===== src/rtl/cpu_pkg.sv =====
// Shared types and constants for the multi-cycle teaching-CPU sequencer.
//   state_t    : sequencer FSM states
//   OP_*       : opcode field values (IR[7:6])
//   HALT_WORD  : instruction word that parks the sequencer in HALT
//   CTRL_OP*   : datapath control word driven during EXEC, per opcode
package cpu_pkg;

   typedef enum logic [2:0] {
      IDLE,
      FETCH,
      DECODE,
      EXEC,
      WB,
      HALT
   } state_t;

   localparam logic [1:0] OP_0   = 2'b00;
   localparam logic [1:0] OP_1   = 2'b01;
   localparam logic [1:0] OP_2   = 2'b10;
   localparam logic [1:0] OP_JMP = 2'b11;

   localparam logic [7:0] HALT_WORD = 8'hFF;

   localparam logic [7:0] CTRL_OP0 = 8'hC1;
   localparam logic [7:0] CTRL_OP1 = 8'h6A;
   localparam logic [7:0] CTRL_OP2 = 8'h24;
   localparam logic [7:0] CTRL_OP3 = 8'h10;

   function automatic logic [7:0] ctrl_word(input logic [1:0] opcode);
      logic [7:0] word;
      case (opcode)
         OP_0:    word = CTRL_OP0;
         OP_1:    word = CTRL_OP1;
         OP_2:    word = CTRL_OP2;
         default: word = CTRL_OP3;
      endcase
      return word;
   endfunction

endpackage


===== src/rtl/multicycle_sequencer_pc_unit.sv =====
// Program counter for the multi-cycle sequencer.
//   clk_sys  : system clock
//   rst      : synchronous active-high clear (PC -> 0)
//   inc      : advance PC by one (fetch handshake), wraps modulo 2^PC_W
//   load     : load PC from load_val (jump); wins over inc
//   load_val : jump target
//   pc       : current program counter
module pc_unit #(
   parameter int PC_W = 6
) (
   input  logic            clk_sys,
   input  logic            rst,
   input  logic            inc,
   input  logic            load,
   input  logic [PC_W-1:0] load_val,
   output logic [PC_W-1:0] pc
);

   always_ff @(posedge clk_sys) begin
      if (rst) begin
         pc <= '0;
      end else if (load) begin
         pc <= load_val;
      end else if (inc) begin
         pc <= pc + 1'b1;
      end
   end

endmodule


===== src/rtl/multicycle_sequencer.sv =====
// Multi-cycle control sequencer: fetches one instruction word over a ready
// handshake, holds it in IR, and steps the datapath through
// FETCH/DECODE/EXEC/WB. Owns the PC (via pc_unit), handles jump and halt.
//   CLK, RST            : clock, synchronous active-high reset
//   RUN                 : start request, sampled only in IDLE
//   STOP                : stop request, sampled only at an instruction boundary
//   IMEM_REQ/ADDR/RDY/DATA : instruction fetch handshake (transfer on REQ && RDY)
//   OPCODE, OPERAND     : fields of the instruction register
//   CTRL                : datapath control word, non-zero only in EXEC
//   WB_EN               : one-cycle write-back strobe
//   BUSY, HALTED        : status
//   INSTR_CNT           : retired instructions, saturating
//
// state  | meaning
// IDLE   | waiting for RUN; PC kept so a stopped program resumes
// FETCH  | IMEM_REQ held with ADDR=PC until IMEM_RDY
// DECODE | one cycle; HALT_WORD diverts to HALT
// EXEC   | CTRL driven for EXEC_CYCLES cycles; jumps retire on the last one
// WB     | WB_EN strobe; instruction retires
// HALT   | absorbing until RST
module multicycle_sequencer
   import cpu_pkg::*;
#(
   parameter int PC_W        = 6,
   parameter int EXEC_CYCLES = 1,
   parameter int CNT_W       = 8
) (
   input  logic             CLK,
   input  logic             RST,
   input  logic             RUN,
   input  logic             STOP,
   output logic             IMEM_REQ,
   output logic [PC_W-1:0]  IMEM_ADDR,
   input  logic             IMEM_RDY,
   input  logic [7:0]       IMEM_DATA,
   output logic [1:0]       OPCODE,
   output logic [PC_W-1:0]  OPERAND,
   output logic [7:0]       CTRL,
   output logic             WB_EN,
   output logic             BUSY,
   output logic             HALTED,
   output logic [CNT_W-1:0] INSTR_CNT
);

   // Down-counter preload: terminal count 0 marks the last EXEC cycle.
   localparam logic [3:0] EXEC_LOAD = 4'(EXEC_CYCLES - 1);

   state_t           state;
   state_t           state_nxt;
   logic [7:0]       ir;
   logic [3:0]       exec_cnt;
   logic [CNT_W-1:0] instr_cnt;
   logic [PC_W-1:0]  pc;
   logic             fetch_xfer;
   logic             is_jump;
   logic             exec_last;
   logic             pc_load;
   logic             boundary;

   assign fetch_xfer = (state == FETCH) && IMEM_RDY;
   assign is_jump    = (ir[7:6] == OP_JMP);
   assign exec_last  = (state == EXEC) && (exec_cnt == 4'd0);
   assign pc_load    = exec_last && is_jump;
   assign boundary   = (state == WB) || pc_load;

   pc_unit #(
      .PC_W(PC_W)
   ) u_pc (
      .clk_sys (CLK),
      .rst     (RST),
      .inc     (fetch_xfer),
      .load    (pc_load),
      .load_val(ir[PC_W-1:0]),
      .pc      (pc)
   );

   always_ff @(posedge CLK) begin
      if (RST) begin
         state     <= IDLE;
         ir        <= '0;
         exec_cnt  <= '0;
         instr_cnt <= '0;
      end else begin
         state <= state_nxt;
         if (fetch_xfer) begin
            ir <= IMEM_DATA;
         end
         if (state == DECODE) begin
            exec_cnt <= EXEC_LOAD;
         end else if ((state == EXEC) && (exec_cnt != 4'd0)) begin
            exec_cnt <= exec_cnt - 4'd1;
         end
         if (boundary && (instr_cnt != '1)) begin
            instr_cnt <= instr_cnt + 1'b1;
         end
      end
   end

   always_comb begin
      state_nxt = state;
      IMEM_REQ  = 1'b0;
      CTRL      = 8'h00;
      WB_EN     = 1'b0;
      BUSY      = 1'b1;
      HALTED    = 1'b0;
      case (state)
         IDLE: begin
            BUSY = 1'b0;
            if (RUN) state_nxt = FETCH;
         end
         FETCH: begin
            IMEM_REQ = 1'b1;
            if (IMEM_RDY) state_nxt = DECODE;
         end
         DECODE: begin
            state_nxt = (ir == HALT_WORD) ? HALT : EXEC;
         end
         EXEC: begin
            CTRL = ctrl_word(ir[7:6]);
            if (exec_cnt == 4'd0) begin
               if (is_jump) state_nxt = STOP ? IDLE : FETCH;
               else         state_nxt = WB;
            end
         end
         WB: begin
            WB_EN     = 1'b1;
            state_nxt = STOP ? IDLE : FETCH;
         end
         HALT: begin
            BUSY   = 1'b0;
            HALTED = 1'b1;
         end
         default: begin
            state_nxt = IDLE;
         end
      endcase
   end

   assign IMEM_ADDR = pc;
   assign OPCODE    = ir[7:6];
   assign OPERAND   = ir[PC_W-1:0];
   assign INSTR_CNT = instr_cnt;

endmodule


===== config.mk =====
export PLATFORM = sky130hd
export DESIGN_NAME = multicycle_sequencer
export DESIGN_NICKNAME = d
export VERILOG_FILES = /design/src/rtl/cpu_pkg.sv /design/src/rtl/multicycle_sequencer_pc_unit.sv /design/src/rtl/multicycle_sequencer.sv
export SDC_FILE = /design/constraint.sdc
export NUM_CORES = 1
export LEC_CHECK = 0
export BUFFER_PORTS_ARGS = -buffer_cell sky130_fd_sc_hd__buf_2
export CORE_ASPECT_RATIO = 0.8
export CORE_MARGIN = 2
export CORE_UTILIZATION = 48
export DETAILED_ROUTE_END_ITERATION = 10
export GPL_TIMING_DRIVEN = 0
export HOLD_SLACK_MARGIN = 0.12
export PLACE_DENSITY = 0.81
export SLEW_MARGIN = 10
export SYNTH_ARGS = -nofsm -noshare
export SYNTH_HDL_FRONTEND = slang
export SYNTH_SLANG_ARGS = --single-unit

===== constraint.sdc =====
create_clock -name CLK -period 3.5 [get_ports CLK]
set_input_delay 0 -clock CLK [delete_from_list [all_inputs] [get_ports CLK]]
set_output_delay 0 -clock CLK [all_outputs]
set_load 0.05 [all_outputs]

Yosys cells after proc, flatten, opt, wreduce, memory -nomap -nowiden
Index checks and enable logic that the tools add are counted.

Flip-flop bits (word level): 29. Logic and storage cells: 51. Output and inout bits: 34.

Add/subtract/negate cells: 3. Mux-type cells: 15. Equal/unequal tests: 13. Reduce and logical (&&, ||, !) cells: 14. Bitwise operators: 1.

Operator list (count): case mux 8 bit (3 select lines) (1); case mux 3 bit (6 select lines) (1); two-way mux 3 bit (5); two-way mux 6 bit (2); adder 8 x 1 -> 8 bit (second input constant) (1); equality test 8 bit (second input constant) (1); two-way mux 8 bit (1); inequality test 8 bit (second input constant) (1); adder 6 x 1 -> 6 bit (second input constant) (1); equality test 3 x 2 -> 1 bit (second input constant) (2); equality test 3 bit (second input constant) (2); logical AND 1 bit (5); two-way mux 1 bit (5); equality test 2 bit (second input constant) (2); logical NOT 4 bit (1); inequality test 2 bit (second input constant) (2); AND reduction 4 bit (1); nonzero test 4 bit (1); OR reduction 2 bit (2); subtractor 4 x 1 -> 4 bit (second input constant) (1); equality test 3 x 1 -> 1 bit (second input constant) (1); logical NOT 3 bit (1); equality test 2 x 1 -> 1 bit (second input constant) (1); logical NOT 2 bit (1); 4 further kinds (4).

Longest topological paths before layout
Depth in word-level cells: 5. Mapped depth: 7. Gate-level depth less buffers: 5.

Modules after synthesis
A second synthesis with hierarchy kept.

Cell total of the unflattened synthesis: 198. Area total of the unflattened synthesis: 1634.1 sq um.

Modules (own cells, without submodules): multicycle_sequencer (cells an instance 166, area each 1335.0 sq um, instances 1); pc_unit (cells an instance 32, area each 299.0 sq um, instances 1).

Least setup slack after synthesis
No wires, ideal clock.

Kind: reg2reg. Start: reg state[0]. End: reg state[1]. Buffers on the path: 1. Clock period less this slack: 2.232 ns. Path slack: 1.268 ns. Arrival time: 2.151 ns. Cell stages (with the launch flop): 6. Data required time: 3.419 ns. Path through: dfxtp_1 > clkbuf_1 > inv_1 > nor3_1 > a211oi_1 > nor3_1.

Word-level cells in the longest chain between the ends: 3. Elaborated cells on any way between the ends: 12. Classes of those cells: eq/ne: 8; mux: 1; bitwise: 1; reduce/logical: 2.

Ends and longest elaborated chain: from (decl) (line multicycle_sequencer.sv:48) `state_t state;`; from (signal assigned) (line multicycle_sequencer.sv:84) `state <= state_nxt;`; equality test 3 x 2 -> 1 bit (tied with other cells) (line multicycle_sequencer.sv:106) `case (state)`; inequality test 2 x 1 -> 1 bit (no line) (tied with other cells); AND reduction 4 bit (no line).

Parallel ways exist; a longest one is shown, timed or not. A chain may end at the register's enable or synchronous reset.

Final worst setup path
Start: reg exec_cnt[0]. End: reg instr_cnt[0], in the netlist INSTR_CNT[0].

Word-level cells in the longest chain between the ends: 5.

Ends and longest elaborated chain: from (decl) (line multicycle_sequencer.sv:51) `logic [3:0] exec_cnt;`; from (signal assigned) (line multicycle_sequencer.sv:91) `exec_cnt <= exec_cnt - 4'd1;`; logical NOT 4 bit (line multicycle_sequencer.sv:62) `assign exec_last = (state == EXEC) && (exec_cnt == 4'd0);`; logical AND 1 bit (line multicycle_sequencer.sv:62); logical AND 1 bit (line multicycle_sequencer.sv:63) `assign pc_load = exec_last && is_jump;`; logical OR 1 bit (line multicycle_sequencer.sv:64) `assign boundary = (state == WB) || pc_load;`; logical AND 1 bit (line multicycle_sequencer.sv:93) `if (boundary && (instr_cnt != '1)) begin`; to (signal assigned) (line multicycle_sequencer.sv:94) `instr_cnt <= instr_cnt + 1'b1;`; to (decl) (line multicycle_sequencer.sv:52) `logic [CNT_W-1:0] instr_cnt;`.

Every way passes these cells.

==> impl_metrics.env <==
export IMPL_status="finished clean"
export IMPL_syn_nets=221
export IMPL_path_max_fanout=10
export IMPL_yosysWarnings=0
export IMPL_crit_chain="inv_1 > ha_1 > clkbuf_1 > a41oi_2 > buf_2 > or3_1 > a21oi_1"
export IMPL_vias=1623
export IMPL_gr_usage_met1_pct=32.0
export IMPL_drive_gt1_share_pct=23.1
export IMPL_cap_viol_max_count=0
export IMPL_hold_violations=0
export IMPL_path_buf_inv=3
export IMPL_slowest_delay_ns=0.36
export IMPL_maxSlewViolCount=0
export IMPL_clk_pin_slew_ns=0.06
export IMPL_initial_core_util_pct=51.2
export IMPL_drcViolationCount=0
export IMPL_antenna_found_initial=0
export IMPL_die_h_um=55.9
export IMPL_worstSkewPairLatency_ns=0.29
export IMPL_worstMarginPinSlew_ns=0.521
export IMPL_antennaDiodeCount=0
export IMPL_synth_area_um2=1620
export IMPL_cpMaxStageDelayCell="or3_1"
export IMPL_synth_area_leaders="dfxtp_1, ha_1, a21oi_1"
export IMPL_cts_tree="yes"
export IMPL_fin_crit_sh_pct=52.8
export IMPL_final_cell_mix="buf_2, dfxtp_1, nand2_1, a21oi_1, nor2_1"
export IMPL_final_nets=282
export IMPL_port_buffers=45
export IMPL_cp_start_kind="flop"
export IMPL_final_common_cell="buf_2"
export IMPL_seq_area_um2=581
export IMPL_timing_fmax_mhz=542
export IMPL_core_area_um2=3150
export IMPL_critPathKind="reg -> reg"
export IMPL_hold_class="in -> reg"
export IMPL_powerDensity_nw_per_um2=387
export IMPL_ys_seq_elements=29
export IMPL_die_w_um=68.9
export IMPL_rows=18
export IMPL_gp_congestion=0.861
export IMPL_synth_seq_area_share_pct=35.9
export IMPL_grt_max_degree=11
export IMPL_avgViaCountPerCell=5.41
export IMPL_cts_path_max_buffers=2
export IMPL_finalSetupViolCount=0
export IMPL_die_area_um2=3850
export IMPL_fin_skew_ns=0.00570
export IMPL_synth_top_cell_area_share_pct=35.9
export IMPL_globalRouteMet2Util_pct=30.1
export IMPL_synth_edff_count=0
export IMPL_ys_flop_type="dfxtp_1"
export IMPL_synth_top_area_cell="dfxtp_1"
export IMPL_wire_per_inst_um=13.1
export IMPL_cts_buffers=5
export IMPL_ys_async_sr_fraction_pct=0
export IMPL_grt_use_met3_pct=6.28
export IMPL_ioPinCount=47
export IMPL_cts_resized_gates=0
export IMPL_overflow=0
export IMPL_drtAntennaViolNets=0
export IMPL_grt_pass1_vias=1429
export IMPL_area_delta_synth_final_pct=28.0
export IMPL_cts_sinks=29
export IMPL_multi_input_area_um2=946
export IMPL_end_kind="flop"
export IMPL_dp_hpwl_um=2910
export IMPL_grt_pass1_wl_um=6380
export IMPL_num_fill_cells=291
export IMPL_r2r_start="exec_cnt[0]"
export IMPL_track_usage_pct=22.1
export IMPL_dr_pass1_iters=4
export IMPL_cpLargestDelayFamily="buffers and inverters"
export IMPL_ctsRootBufferMaster="clkbuf_8"
export IMPL_finalSetupTns_ns=0
export IMPL_slew_headroom_pct=65.3
export IMPL_finalWirelength_um=3930
export IMPL_required_ns=3.72
export IMPL_htreeDepth=2
export IMPL_cp_startpoint="exec_cnt[0]"
export IMPL_rsz0062_at_grt="no"
export IMPL_ir_drop_mv=0.252
export IMPL_cp_data_arrival_time_ns=2.06
export IMPL_p_leak_nw=0.886
export IMPL_whs_ns=0.163
export IMPL_min_from="RST"
export IMPL_synth_cell_types=48
export IMPL_synth_cells=199
export IMPL_grt_busiest_layer="met1"
export IMPL_avgSynthCellArea_um2=8.12
export IMPL_period_minus_slack_ns=1.85
export IMPL_drt_iter0_markers=97
## final cells by class
| class | count | area share [%] |
|---|---|---|
| clock buffer | 7 | 4.18 |
| multi-input combinational | 149 | 45.8 |
| buffer | 13 | 2.85 |
| inverter | 8 | 1.45 |
| tap | 40 | 2.42 |
| timing repair buffer | 54 | 15.3 |
| sequential | 29 | 28.1 |
## kinds of logic after synthesis
family	share of synthesized area, %
AOI/OAI and AO/OA	18.7
muxes	1.94
xor gates and xnor gates	3.25
and+or+nand+nor	27.7
DFF	35.9
adders and majority gates	6.97
buffers and inverters	5.50
## sequential cells by signal, summed over array words and instances, names as in the netlist
register   cells
exec_cnt       4
INSTR_CNT      8
u_pc.pc        6
state          3
ir             8
## Yosys cell counts (2+ instances only)
cell type  count
clkbuf_1       7
ha_1           9
buf_2          2
nand3_1        3
and2_1         5
or4_1          3
nand3b_1       2
o21ai_0        2
xor2_1         3
and3_1         3
nor3_1         7
a211oi_1       6
nor2_1        14
o31ai_1        3
dfxtp_1       29
inv_1          8
a21oi_1       22
and4_1         2
nor2b_1        2
nand4_1        5
buf_4          2
or3_1          3
mux2i_1        2
nand2_1       28
xnor2_1        3
buf_1          2
## worst reg2reg max path, stage by stage, from the launching register on
cell,delay (ns)
dfxtp_1,0.33
inv_1,0.06
ha_1,0.13
clkbuf_1,0.27
a41oi_2,0.24
buf_2,0.24
or3_1,0.36
a21oi_1,0.14
## routing by layer
| metal | wire length, um | up-vias | part of all wire [%] |
|---|---|---|---|
| met5 | 0 | - | 0 |
| met4 | 74 | 0 | 1.9 |
| met3 | 235 | 8 | 6.0 |
| met2 | 1640 | 49 | 42 |
| met1 | 1980 | 725 | 50 |
| li1 | - | 841 | - |
## stage by stage
| step | cells | cell area [um2] | utilization, % | total power, mW | setup slack [ns] |
|---|---|---|---|---|---|
| detailed placement | 284 | 1890 | 60.0 | 0.522 | 1.65 |
| global route | 300 | 2070 | 65.6 | 0.836 | 1.46 |
| finish | 300 | 2070 | 65.6 | 0.801 | 1.65 |
| CTS | 300 | 2070 | 65.6 | 0.800 | 1.66 |
| floorplan | 199 | 1620 | - | 0.483 | 1.27 |
| global placement | 284 | 1890 | 60.0 | 0.520 | 1.70 |
## worst paths after layout
kind,endpoint,slack (ns),cells after the start
max,INSTR_CNT[0],1.65,7
min reg2reg,ir[1],0.50,2
max reg2reg,INSTR_CNT[0],1.65,7
min,u_pc.pc[4],0.16,2
## power by group
| part | total (mW) | switching, mW | internal, mW | leakage [nW] |
|---|---|---|---|---|
| logic | 0.166 | 0.113 | 0.0533 | 0.607 |
| clock network | 0.277 | 0.122 | 0.155 | 0.0443 |
| registers | 0.357 | 0.0152 | 0.342 | 0.235 |
## repair_timing
item	4_1_cts	5_1_grt
buffers inserted	0	0
hold buffers	9	0
hold endpoints to repair	9	0
(Power assumes the default switching activity.)
